==> src/rtl/p_array_pkg.sv <==
// Shared definitions for the 4-lane processor array drain side.
// Latency: n/a (types, constants and a helper function only).
// Backpressure: n/a.
//
// Contents:
//   LP_N_LANES / LP_DATA_W : default lane count and lane result width
//   lane_idx_t             : lane index (0 = P1)
//   coll_state_t           : result-collector FSM states
//   clamp_lanes()          : MAT_SIZE -> number of active lanes (0..N_LANES)
package p_array_pkg;

   localparam int LP_N_LANES = 4;
   localparam int LP_DATA_W  = 16;

   typedef logic [1:0] lane_idx_t;

   typedef enum logic [1:0] {
      ST_IDLE = 2'd0,
      ST_WAIT = 2'd1,
      ST_SEND = 2'd2,
      ST_DONE = 2'd3
   } coll_state_t;

   // MAT_SIZE is 4 bits wide but the array only has LP_N_LANES lanes, so
   // anything larger is treated as "all lanes".
   function automatic logic [2:0] clamp_lanes(input logic [3:0] mat_size);
      if (mat_size > 4'(LP_N_LANES)) begin
         return 3'(LP_N_LANES);
      end
      return mat_size[2:0];
   endfunction

endpackage

==> src/rtl/p_lane_hold.sv <==
// Per-lane result holding register with a full flag and overflow detect.
// Latency: capture pulse -> o_full/o_data updated after one edge.
// Backpressure: none; a capture while full (and not being cleared) is dropped and flagged on o_ovf.
//
// Ports:
//   clk, rst      : clock, async active-low reset
//   i_flush       : synchronous clear of data and full flag (session abort)
//   i_lane_en     : lane participates in the current session and capture is allowed
//   i_capture     : one-cycle completion pulse from the lane
//   i_clear       : collector is taking the held result on this edge
//   i_data        : lane result
//   o_data/o_full : held result and its valid flag
//   o_ovf         : combinational, a capture is being dropped on this edge
module p_lane_hold
   import p_array_pkg::*;
#(
   parameter int DATA_W = LP_DATA_W
)
(
   input  logic              clk,
   input  logic              rst,
   input  logic              i_flush,
   input  logic              i_lane_en,
   input  logic              i_capture,
   input  logic              i_clear,
   input  logic [DATA_W-1:0] i_data,
   output logic [DATA_W-1:0] o_data,
   output logic              o_full,
   output logic              o_ovf
);

   logic [DATA_W-1:0] r_data;
   logic              r_full;
   logic              w_cap_ok;

   // A new result fits if the slot is empty, or if the current one is being
   // taken by the collector on this very edge.
   assign w_cap_ok = i_lane_en & i_capture & (~r_full | i_clear);
   assign o_ovf    = i_lane_en & i_capture & r_full & ~i_clear;

   always_ff @(posedge clk or negedge rst) begin
      if (!rst) begin
         r_data <= '0;
         r_full <= 1'b0;
      end else if (i_flush) begin
         r_data <= '0;
         r_full <= 1'b0;
      end else if (w_cap_ok) begin
         r_data <= i_data;
         r_full <= 1'b1;
      end else if (i_clear) begin
         r_full <= 1'b0;
      end
   end

   assign o_data = r_data;
   assign o_full = r_full;

endmodule

==> src/rtl/p_result_collect.sv <==
// Collects per-lane results and serialises them in lane order onto one valid/ready stream.
// Latency: lane pulse at edge N (lane being waited on) -> OUT_VALID from edge N+2; at best one result per 2 cycles.
// Backpressure: OUT_DATA/OUT_IDX held stable while OUT_VALID & !OUT_READY; lanes buffer one result each.
//
// Ports:
//   clk, rst            : clock, async active-low reset
//   Enable              : session enable; low clears everything on the next edge
//   MAT_SIZE            : number of active lanes, sampled when leaving IDLE
//   RES_VALID/RES_DATA  : per-lane completion pulse and result (lane i at [i*DATA_W +: DATA_W])
//   OUT_DATA/OUT_IDX    : serialised result and its lane index
//   OUT_VALID/OUT_READY : output handshake
//   DONE                : all active lanes delivered (held until Enable low)
//   OVF_ERR             : sticky, a lane result was dropped because its slot was still occupied
module p_result_collect
   import p_array_pkg::*;
#(
   parameter int N_LANES = LP_N_LANES,
   parameter int DATA_W  = LP_DATA_W
)
(
   input  logic                      clk,
   input  logic                      rst,
   input  logic                      Enable,
   input  logic [3:0]                MAT_SIZE,
   input  logic [N_LANES-1:0]        RES_VALID,
   input  logic [N_LANES*DATA_W-1:0] RES_DATA,
   output logic [DATA_W-1:0]         OUT_DATA,
   output logic [1:0]                OUT_IDX,
   output logic                      OUT_VALID,
   input  logic                      OUT_READY,
   output logic                      DONE,
   output logic                      OVF_ERR
);

   coll_state_t       r_state;
   coll_state_t       w_next_state;
   logic [2:0]        r_cnt;
   lane_idx_t         r_idx;
   logic [DATA_W-1:0] r_out_data;
   lane_idx_t         r_out_idx;
   logic              r_out_valid;
   logic              r_done;
   logic              r_ovf;

   logic [2:0]        w_cnt_new;
   logic              w_active;
   logic              w_last;
   logic              w_take;
   logic              w_idx_inc;
   logic [N_LANES-1:0] w_lane_en;
   logic [N_LANES-1:0] w_clear;
   logic [N_LANES-1:0] w_full;
   logic [N_LANES-1:0] w_ovf;
   logic [DATA_W-1:0]  w_hold [N_LANES];

   assign w_cnt_new = clamp_lanes(MAT_SIZE);

   // Lanes only capture while the collector is actually draining; in IDLE
   // the lane count is not known yet and in DONE late pulses are ignored.
   assign w_active  = (r_state == ST_WAIT) || (r_state == ST_SEND);

   // r_cnt >= 1 whenever the FSM can be in SEND, so the subtraction is safe.
   assign w_last    = ({1'b0, r_idx} == (r_cnt - 3'd1));

   //---------------------------------------------------------------------
   // Per-lane holding registers
   //---------------------------------------------------------------------
   for (genvar g = 0; g < N_LANES; g++) begin : g_lane
      assign w_lane_en[g] = w_active & (3'(g) < r_cnt);
      assign w_clear[g]   = w_take & (r_idx == lane_idx_t'(g));

      p_lane_hold #(
         .DATA_W (DATA_W)
      ) u_hold (
         .clk       (clk),
         .rst       (rst),
         .i_flush   (~Enable),
         .i_lane_en (w_lane_en[g]),
         .i_capture (RES_VALID[g]),
         .i_clear   (w_clear[g]),
         .i_data    (RES_DATA[g*DATA_W +: DATA_W]),
         .o_data    (w_hold[g]),
         .o_full    (w_full[g]),
         .o_ovf     (w_ovf[g])
      );
   end

   //---------------------------------------------------------------------
   // FSM next state
   //---------------------------------------------------------------------
   always_comb begin
      w_next_state = r_state;
      w_take       = 1'b0;
      w_idx_inc    = 1'b0;
      case (r_state)
         ST_IDLE: begin
            w_next_state = (w_cnt_new == 3'd0) ? ST_DONE : ST_WAIT;
         end
         ST_WAIT: begin
            if (w_full[r_idx]) begin
               w_next_state = ST_SEND;
               w_take       = 1'b1;
            end
         end
         ST_SEND: begin
            // OUT_VALID is high for the whole of SEND, so READY alone
            // completes the handshake here.
            if (OUT_READY) begin
               if (w_last) begin
                  w_next_state = ST_DONE;
               end else begin
                  w_next_state = ST_WAIT;
                  w_idx_inc    = 1'b1;
               end
            end
         end
         ST_DONE: begin
            w_next_state = ST_DONE;
         end
         default: begin
            w_next_state = ST_IDLE;
         end
      endcase
      if (!Enable) begin
         w_next_state = ST_IDLE;
         w_take       = 1'b0;
         w_idx_inc    = 1'b0;
      end
   end

   //---------------------------------------------------------------------
   // State, index and output registers
   //---------------------------------------------------------------------
   always_ff @(posedge clk or negedge rst) begin
      if (!rst) begin
         r_state     <= ST_IDLE;
         r_cnt       <= '0;
         r_idx       <= '0;
         r_out_data  <= '0;
         r_out_idx   <= '0;
         r_out_valid <= 1'b0;
         r_done      <= 1'b0;
         r_ovf       <= 1'b0;
      end else if (!Enable) begin
         // Abort: in-flight output is dropped without a handshake.
         r_state     <= ST_IDLE;
         r_cnt       <= '0;
         r_idx       <= '0;
         r_out_data  <= '0;
         r_out_idx   <= '0;
         r_out_valid <= 1'b0;
         r_done      <= 1'b0;
         r_ovf       <= 1'b0;
      end else begin
         r_state <= w_next_state;
         if (r_state == ST_IDLE) begin
            r_cnt <= w_cnt_new;
         end
         if (w_take) begin
            r_out_data <= w_hold[r_idx];
            r_out_idx  <= r_idx;
         end
         if (w_idx_inc) begin
            r_idx <= r_idx + 2'd1;
         end
         // Decoding the next state keeps OUT_VALID/DONE registered yet
         // exactly aligned with the state register.
         r_out_valid <= (w_next_state == ST_SEND);
         r_done      <= (w_next_state == ST_DONE);
         if (|w_ovf) begin
            r_ovf <= 1'b1;
         end
      end
   end

   assign OUT_DATA  = r_out_data;
   assign OUT_IDX   = r_out_idx;
   assign OUT_VALID = r_out_valid;
   assign DONE      = r_done;
   assign OVF_ERR   = r_ovf;

endmodule

==> config.mk <==
export PLATFORM = sky130hd
export DESIGN_NAME = p_result_collect
export DESIGN_NICKNAME = d
export VERILOG_FILES = /design/src/rtl/p_array_pkg.sv /design/src/rtl/p_lane_hold.sv /design/src/rtl/p_result_collect.sv
export SDC_FILE = /design/constraint.sdc
export NUM_CORES = 1
export LEC_CHECK = 0
export ABC_AREA = 1
export BUFFER_PORTS_ARGS = -buffer_cell sky130_fd_sc_hd__buf_2
export CAP_MARGIN = 20
export CORE_MARGIN = 3
export CORE_UTILIZATION = 40
export DETAILED_ROUTE_END_ITERATION = 10
export PLACE_DENSITY = 0.6
export SLEW_MARGIN = 25
export SYNTH_ARGS = -nofsm -noshare
export SYNTH_HDL_FRONTEND = slang
export SYNTH_SLANG_ARGS = --single-unit
==> constraint.sdc <==
create_clock -name clk -period 2 [get_ports clk]
set_input_delay 0.6 -clock clk [delete_from_list [all_inputs] [get_ports clk]]
set_output_delay 0.6 -clock clk [all_outputs]
set_load 0.02 [all_outputs]
* After elaboration in Yosys (flattened, before gate mapping)
Cells that the tools add are included.
Cells by class: equality and inequality tests 21, multiply operators 0, reduce and logical (&&, ||, !) cells 5, mux-type cells 54, magnitude comparators 7, bitwise operators 37, divide/modulo/power cells 0, shift operators 0, $add $sub $neg 2
Operators by type and width (number):
- $mux 16 | 12
- $bmux 16 s2 | 1
- $mux 1 | 25
- $and 1x1->1 | 24
- $mux 2 | 10
- $ne 2x1->1 const B | 8
- $eq 2x2->1 const B | 6
- $mux 3 | 4
- $ne 3x1->1 const B | 4
- $not 1->1 | 8
- $pmux 2 s4 | 1
- $lt 1x3->1 const A | 2
- $lt 2x3->1 const A | 2
- $eq 2x1->1 const B | 2
- $gt 4x3->1 const B | 1
- $logic_not 2->1 | 2
- $or 1x1->1 | 4
- $reduce_or 4->1 | 1
- $eq 2x3->1 | 1
- $ge 3x3->1 const B | 1
- $logic_not 3->1 | 1
- $lt 2x3->1 const B | 1
- $not 2->3 | 1
- $sub 3x1->3 const B | 1
- other kinds (3) | 3
Storage, ports and cells: memory bits (read-only) 0, bits in latches 0, memories 0, bits in writable memories 0, bits of input ports 76, register bits after elaboration 96

* Depth between registers and ports, before layout
Gate-level depths: netlist (run 1).
word-level depth 11, gate-level depth with buffers 13

* Hierarchy
Synthesis (run 1) repeated with hierarchy kept, for this count alone.
Second synthesis, totals: cell total of the unflattened synthesis 576, area total of the unflattened synthesis 5257.5 sq um
By module, submodules not included:
- p_lane_hold | cells an instance 79, instances 4, area an instance 830.8 sq um, sequential area each 425.4 sq um
- p_result_collect | cells an instance 260, instances 1, area an instance 1934.4 sq um, sequential area each 700.7 sq um

* Worst setup path before layout (run 1)
No wires, ideal clock.
kind register to register, from register r_idx[1], to register g_lane[0].u_hold.r_data[13], data arrival time 1880 ps, path buffers 3, setup slack -3 ps, period minus slack after synthesis 2003 ps, cell stages (with the launch flop) 11, required time 1877 ps, cells stage by stage dfrtp_1 inv_1 clkbuf_1 clkbuf_1 ha_1 nand4_1 nand2_2 nand2_1 buf_2 nand3_1 o21ai_1
Between the ends: word-level cells in the longest chain between the ends 9, elaborated cells on any way between the ends 10, those cells by class 1 x eq/ne; 5 x mux; 3 x bitwise; 1 x reduce/logical
Ends and longest elaborated chain:
- from (decl) | line p_result_collect.sv:38 | lane_idx_t r_idx;
- from (signal assigned) | line p_result_collect.sv:164 | r_idx <= r_idx + 2'd1;
- $bmux 1 s2 | line p_result_collect.sv:100 | if (w_full[r_idx]) begin
- $mux 1 (implied by the code) | line p_result_collect.sv:100
- $mux 1 | line p_result_collect.sv:100
- $mux 1 | line p_result_collect.sv:95 | case (r_state)
- $mux 1 | line p_result_collect.sv:124 | if (!Enable) begin
- $and 1x1->1 (*) | line p_result_collect.sv:70 | assign w_clear[g] = w_take & (r_idx == lane_idx_t'(g));
- $or 1x1->1 (*) | line p_lane_hold.sv:38 | assign w_cap_ok = i_lane_en & i_capture & (~r_full | i_clear);
- $and 1x1->1 (*) | line p_lane_hold.sv:38
- $ne 2x1->1 (no source line) (*)
- to (signal assigned) | line p_lane_hold.sv:49 | r_data <= i_data;
- to (decl) | line p_lane_hold.sv:32 | logic [DATA_W-1:0] r_data;
Every way passes the cells marked *; elsewhere a longest branch is shown, timed or not. The select of a mux whose other input is x is not followed. A chain may end at the register's enable or synchronous reset.

* Worst setup path in the final report (run 1)
from register r_state[1], to register g_lane[1].u_hold.r_data[6]
Between the ends: word-level cells in the longest chain between the ends 7, elaborated cells on any way between the ends 11, those cells by class 3 x eq/ne; 2 x mux; 5 x bitwise; 1 x reduce/logical
Ends and longest elaborated chain:
- from (decl) | line p_result_collect.sv:35 | coll_state_t r_state;
- from (signal assigned) | line p_result_collect.sv:155 | r_state <= w_next_state;
- $eq 2x1->1 | line p_result_collect.sv:60, p_result_collect.sv:95
- $mux 1 | line p_result_collect.sv:95
- $mux 1 | line p_result_collect.sv:124
- $and 1x1->1 | line p_result_collect.sv:70
- $or 1x1->1 | line p_lane_hold.sv:38
- $and 1x1->1 (*) | line p_lane_hold.sv:38
- $ne 2x1->1 (no source line) (*)
- to (signal assigned) | line p_lane_hold.sv:49
- to (decl) | line p_lane_hold.sv:32
Every way passes the cells marked *; elsewhere a longest branch is shown, timed or not.

==> results of run 1 <==
## how the worst max path moves through the flow
stage / slack [ns] / to / depth (start not counted) / from
after floorplan: 0.10 / g_lane[0].u_hold.o_data[13] / 10 / r_idx[1]
after global placement: 0.14 / g_lane[2].u_hold.o_data[2] / 9 / r_idx[0]
after detailed placement: 0.06 / g_lane[1].u_hold.o_data[4] / 7 / r_state[0]
after CTS: 0.03 / g_lane[1].u_hold.o_data[4] / 7 / r_state[0]
after global routing: 0.03 / g_lane[1].u_hold.o_data[1] / 8 / r_state[1]
final: 0.20 / g_lane[1].u_hold.o_data[6] / 8 / r_state[1]
## layout make-up
class	instances	area, um^2	area share
sequential	96	2400	0.404
multi-input combinational	379	2030	0.342
timing repair buffer	123	748	0.126
clock buffer	11	253	0.0425
inverter	64	243	0.0408
tap	143	179	0.0301
clock inverter	5	86.3	0.0145
## logic make-up (layout without fill, tap and decap cells)
family                     Yosys count  in the layout
adders and majority gates           10             10
AOI/OAI and AO/OA                  122            122
and+or+nand+nor                    246            246
DFF                                 96             96
buffers and inverters               96            203
xor gates and xnor gates             1              1
## flip-flops by register name, summed over array words and instances, names as in the netlist, 2 cells and up
name	cells
r_state	2
r_idx	2
g_lane.u_hold.o_full	4
OUT_DATA	16
g_lane.u_hold.o_data	64
OUT_IDX	2
r_cnt	3
## layer usage
layer / part of all wire / vias up / routed length (um) / track usage
li1: - / 2091 / - / -
met1: 0.48 / 1973 / 6310 / 0.293
met2: 0.46 / 119 / 6080 / 0.315
met3: 0.046 / 11 / 601 / 0.0326
met4: 0.010 / 0 / 135 / 0.0541
met5: 0 / - / 0 / 0
## layout by cell type (no fill, tap or decap)
cell type  netlist  routed
o211ai_1         1       1
inv_2            1       2
nor2_1          31      31
dfrtp_1         96      95
a21oi_4          1       1
nand2_2          5       5
xor2_1           1       1
nand3_2          2       2
or2_2            1       1
ha_1            10      10
buf_12           0       5
o22ai_1          3       3
nand4_1          7       7
a32o_1          10      10
inv_4            1       1
buf_4            1      23
nand2_1        119     119
inv_6            0       2
nand3_1         72      72
nand2_4          4       4
a21oi_1         24      24
a21boi_1         0       1
buf_2            8      95
clkinv_4         0       1
nor2_4           2       2
clkbuf_16        0       9
o21ai_1         17      17
bufinv_16        0       2
o21ai_0         44      44
nand4_2          1       1
dfrtp_2          0       1
nand3_4          2       2
a211oi_1         1       1
clkinv_1         1       1
o21ai_2         20      20
inv_1           61      60
clkbuf_8         0       2
## per-stage QoR
step / setup WS (ns) / power [W] / instances / hold slack (ns) / cell area (um^2)
finish: 0.202 / 0.00555 / 821 / 0.176 / 5940
global route: 0.0340 / 0.00587 / 821 / 0.195 / 5940
CTS: 0.0291 / 0.00556 / 816 / 0.180 / 5870
detailed placement: 0.0595 / 0.00362 / 800 / 0.460 / 5530
global placement: 0.143 / 0.00358 / 800 / 0.455 / 5530
floorplan: 0.103 / 0.00316 / 571 / 0.304 / 4860
## where the power goes
group          internal (W)  switching, W  leakage, nW
combinational      0.000503      0.000857         1.53
sequential          0.00213      0.000129         1.33
clock               0.00118      0.000753        0.167
## repair_timing
action	4_1_cts	5_1_grt
setup endpoints to repair	0	29
hold endpoints to repair	0	0
gates resized for setup	0	3
setup buffers	0	5
## worst max-delay path: cells and delay by family, from the launching register on
kind                       cells  cell delay (ns)
AOI/OAI and AO/OA              2             0.31
and+or+nand+nor                2             0.32
DFF                            1             0.35
buffers and inverters          3             0.40
adders and majority gates      1             0.33
==> out/metrics.csv, run 1 <==
metric;value;unit
status;complete, no violations;
worst skew pair latency;0.34;ns
largest net degree at the start of global routing;47;
synthesis-to-finish area growth;22.4;%
# nets final;759;
worst relative slew slack;0.730;
worst-case reg-to-reg path depth;8;
core area;0.0117;mm^2
Core Util, Final;0.510;
count of state elements after synthesis;96;
I/O pins;97;
crit path launch type;flop;
CP arrival;2.07;ns
Max FO, Critical Path;9;
sequential fraction of the synthesis area;0.495;
Avg Inst Size Synth;8.51;um^2
Fin. Hold Viols;0;
Max Slew Vio Count;0;
maximum clock path buffer count;2;
Power Density;934;mW/mm^2
Initial Util;0.416;
All-Layer GR Usage;0.202;
post-synthesis mux area share;0;
Leak Pwr;3.02;nW
Max stage delay on crit path;0.35;ns
data required time of the critical path;2.27;ns
critical path endpoint category;flop;
post-synthesis cell type count;34;
syn nets;657;
crit-path cells;inv_1 > ha_1 > a21boi_1 > nand3_1 > inv_2 > nand3_4 > buf_12 > o21ai_2;
clock root buffer;clkbuf_16;
Detailed Routing Iterations Pass 1;7;
total CTS buffers;9;
Die X-Extent;116;um
post-synthesis compound-gate area fraction;0.156;
number of global-route vias before repair;4137;
RSZ-0062 raised after global routing;false;
first-pass GRT wire length;21300;um
Sink Count;96;
min Tclk post-route;1.80;ns
initial antenna violation count;0;
Commonest cells post-synth;nand2_1, dfrtp_1, nand3_1;
Post-Synth XOR/XNOR Area;0.00180;
async set-reset flop share out of synthesis;1.00;
MaxCap Viol Count;0;
number of core rows;39;
Avg Vias per Cell;5.11;
reg2reg end;g_lane[1].u_hold.o_data[6];
Cell Area, Synth;0.00486;mm^2
GR Overflow Total;0;
Max Fclk;556;MHz
Post-synth EDFFs;0;
final setup TNS;0;ns
Worst Skew;0.00768;ns
Simple-Gate Fraction of Synth Area;0.235;
Post-Route WL;13100;um
layout cell share with drive strength beyond 1;0.267;
via count;4194;
Post-DP HPWL;9470;um
Slowest-stage cell, CP;dfrtp_1;
Post-Synth Adder-Cell Area;0.0258;
Die Area;0.0135;mm^2
Die Y;116;um
worst reg2reg path startpoint;r_state[1];
H-tree depth;3;
Area contributors post-synth;dfrtp_1, nand2_1, nand3_1;
fin crit share;0.899;
Worst Max-Slew Pin Slew;0.405;ns
PortBufs;96;
Setup Viol. Count Final;0;
number of DRC markers in iteration 0;361;
Mapped Cells;571;
most numerous cell in the Yosys netlist;nand2_1;
Synth warnings;0;
largest family of logic cells by synthesized area;simple AND/OR/NAND/NOR gates;
antenna diode count;0;
GPL Wtd Cong;0.876;
worst vdd ir;382;uV
Worst Hold Class;in2async;
critical setup path kind;reg2reg;
FILL cells;1144;
post-synth top area share;0.495;
reg2reg setup slack;0.20;ns
leading area contributor after synthesis;dfrtp_1;
WL/cell;16.0;um
drt drc;0;
DRT antenna net count;0;
Worst-path clk slew;0.07;ns
CTS tree;done;
Post-CTS Hold Fix Bufs;0;
Primary FF master, synth;dfrtp_1;
Power figures use the tool's default switching activity.
==> run 2: changes to the inputs <==
--- a/config.mk
+++ b/config.mk
@@ -11,8 +11,10 @@
 export CORE_MARGIN = 3
 export CORE_UTILIZATION = 40
 export DETAILED_ROUTE_END_ITERATION = 10
+export HOLD_SLACK_MARGIN = 0.15
 export PLACE_DENSITY = 0.6
 export SLEW_MARGIN = 25
 export SYNTH_ARGS = -nofsm -noshare
 export SYNTH_HDL_FRONTEND = slang
+export SYNTH_HIERARCHICAL = 1
 export SYNTH_SLANG_ARGS = --single-unit
==> out/metrics.csv, run 2 <==
metric;value;unit;change
Setup Viol. Count Final;0;;unchanged
Max Fclk;518;MHz;was 556 MHz
Worst Skew;0.00530;ns;was 0.00768 ns
first-pass GRT wire length;22600;um;was 21,300 um
Post-CTS Hold Fix Bufs;0;;unchanged
max reg flops;64;;unchanged
syn nets;662;;was 657
Post-DP HPWL;10400;um;was 9470 um
status;complete, no violations;;unchanged
largest net degree at the start of global routing;38;;was 47
Fin. Hold Viols;0;;unchanged
clock root buffer;clkbuf_16;;unchanged
Avg Inst Size Synth;9.13;um^2;was 8.51 um^2
WL/cell;16.7;um;was 16.0 um
final setup TNS;0;ns;unchanged
Avg Vias per Cell;5.31;;was 5.11
PortBufs;96;;unchanged
Mapped Cells;576;;was 571
Post-Synth XOR/XNOR Area;0.00167;;was 0.00180
reg2reg setup slack;0.07;ns;was 0.20 ns
post-synthesis compound-gate area fraction;0.0909;;was 0.156
post-synth top area share;0.457;;was 0.495
Max FO, Critical Path;3;;was 9
CTS tree;done;;unchanged
fin crit share;0.964;;was 0.899
worst reg2reg path startpoint;r_state[1];;unchanged
Simple-Gate Fraction of Synth Area;0.338;;was 0.235
initial antenna violation count;0;;unchanged
M1 GR Usage;0.281;;was 0.293
# nets final;754;;was 759
Post-Route WL;14100;um;was 13,100 um
worst-case reg-to-reg path depth;10;;was 8
Worst-path clk slew;0.06;ns;was 0.07 ns
Cell Area, Synth;0.00526;mm^2;was 0.00486 mm^2
crit path launch type;flop;;unchanged
core area;0.0127;mm^2;was 0.0117 mm^2
Primary FF master, synth;dfrtp_1;;unchanged
maximum clock path buffer count;2;;unchanged
layout cell share with drive strength beyond 1;0.318;;was 0.267
total CTS buffers;9;;unchanged
async set-reset flop share out of synthesis;1.00;;unchanged
data required time of the critical path;2.23;ns;was 2.27 ns
Global Route met2 Usage;0.301;;was 0.315
count of state elements after synthesis;96;;unchanged
GR Overflow Total;0;;unchanged
critical path endpoint category;flop;;unchanged
Commonest cells post-synth;dfrtp_1, nand2_1, nand4_1;;was nand2_1, dfrtp_1, nand3_1
Die X-Extent;121;um;was 116 um
Core Util, Final;0.492;;was 0.510
Max Slew Vio Count;0;;unchanged
H-tree depth;3;;unchanged
critical setup path kind;reg2reg;;unchanged
min Tclk post-route;1.93;ns;was 1.80 ns
M3 GR Usage;0.0379;;was 0.0326
Sink Count;96;;unchanged
crit path launch;r_state[1];;unchanged
CP arrival;2.16;ns;was 2.07 ns
most frequent cells in the layout;dfrtp_1, buf_2, nand2_1;;was nand2_1, dfrtp_1, buf_2
Post-Synth Adder-Cell Area;0.0238;;was 0.0258
Die Y;121;um;was 116 um
Worst Max-Slew Pin Slew;0.541;ns;was 0.405 ns
via count;4483;;was 4,194
post-synthesis mux area share;0;;unchanged
Post-synth EDFFs;0;;unchanged
reg2reg end;OVF_ERR;;was g_lane[1].u_hold.o_data[6]
GRT busiest layer;met2;;unchanged
Synth warnings;6;;was 0
DRT antenna net count;0;;unchanged
Placed Instance Area;0.00592;mm^2;was 0.00553 mm^2
GPL Wtd Cong;0.873;;was 0.876
All-Layer GR Usage;0.201;;was 0.202
sequential fraction of the synthesis area;0.457;;was 0.495
number of core rows;41;;was 39
post-route cell area;0.00626;mm^2;was 0.00594 mm^2
worst relative slew slack;0.640;;was 0.730
Detailed Routing Iterations Pass 1;5;;was 7
Leak Pwr;3.12;nW;was 3.02 nW
drt drc;0;;unchanged
most numerous cell in the Yosys netlist;dfrtp_1;;was nand2_1
leading area contributor after synthesis;dfrtp_1;;unchanged
Initial Util;0.413;;was 0.416
synthesis-to-finish area growth;19.0;%;was 22.4%
I/O pins;97;;unchanged
number of global-route vias before repair;4272;;was 4,137
worst skew pair latency;0.35;ns;was 0.34 ns
number of DRC markers in iteration 0;366;;was 361
post-synthesis cell type count;32;;was 34
Worst Hold Class;in2async;;unchanged
Die Area;0.0146;mm^2;was 0.0135 mm^2
Area contributors post-synth;dfrtp_1, nand3_2, nand4_1;;was dfrtp_1, nand2_1, nand3_1
largest family of logic cells by synthesized area;simple AND/OR/NAND/NOR gates;;unchanged
antenna diode count;0;;unchanged
MaxCap Viol Count;0;;unchanged
Power Density;808;mW/mm^2;was 934 mW/mm^2
worst vdd ir;427;uV;was 382 uV
## run 2: changes by cell type after synthesis, sizes merged, moves of 14 or more
cell   delta
o21ai    -31
buf      +18
nor2     +14
o22a     +16
nand2    -28
nand4    +57
a21oi    -16
nand3    +18
inv      -25
## run 2: timing repair
item,CTS,global route
endpoints found under the setup margin,1,51
resized for setup,1,8
buffers inserted,0,3
## run 2: layout make-up
class                           instances  area (um^2)
Timing Repair Buffer                  122          752
Clock buffer                           11          253
Clock inverter                          4         30.0
Inverter                               39          166
Tap cell                              172          215
Multi-Input combinational cell        400         2440
Sequential cell                        96         2400
Fill cell                            1244         6460
## run 2: worst max-delay path, cell delays in order (launching register included)
cell and delay (ns):
dfrtp_1 0.40, inv_2 0.08, ha_1 0.29, inv_1 0.09, a21oi_2 0.05, a21boi_2 0.17
nand2_2 0.12, nor2_1 0.07, or2_0 0.25, o41ai_2 0.22, inv_1 0.06
## run 2: layer usage
layer  share of wire  up-vias
met4           0.032        0
met2            0.46      142
li1                -     2192
met3           0.061       31
met5               0        -
met1            0.45     2118
## run 2: worst max path at each step
stage	slack (ns)	cells after the start	to
after detailed placement	0.009	10	OVF_ERR
after floorplan	-0.02	13	OVF_ERR
after CTS	0.03	10	g_lane[3].u_hold/o_data[4]
after global placement	0.07	10	g_lane[3].u_hold/o_data[3]
after global routing	-0.01	10	OVF_ERR
final	0.07	10	OVF_ERR
## run 2: through the flow
step                hold slack [ns]  power [W]  instances  setup WS (ns)
global route                  0.257    0.00535        844        -0.0132
global placement              0.494    0.00338        826         0.0737
detailed placement            0.502    0.00341        826        0.00910
floorplan                     0.304    0.00309        576        -0.0156
finish                        0.233    0.00506        844         0.0713
CTS                           0.241    0.00507        841         0.0263
## run 2: kinds of logic after synthesis
group,after synthesis
simple gates,308
fa+ha+maj,10
buf+inv,80
xor+xnor,1
compound gates,81
flops,96
## run 2: power by group
group | internal (W) | switching, W
clock network | 0.000906 | 0.000739
logic | 0.000438 | 0.000765
registers | 0.00208 | 0.000129
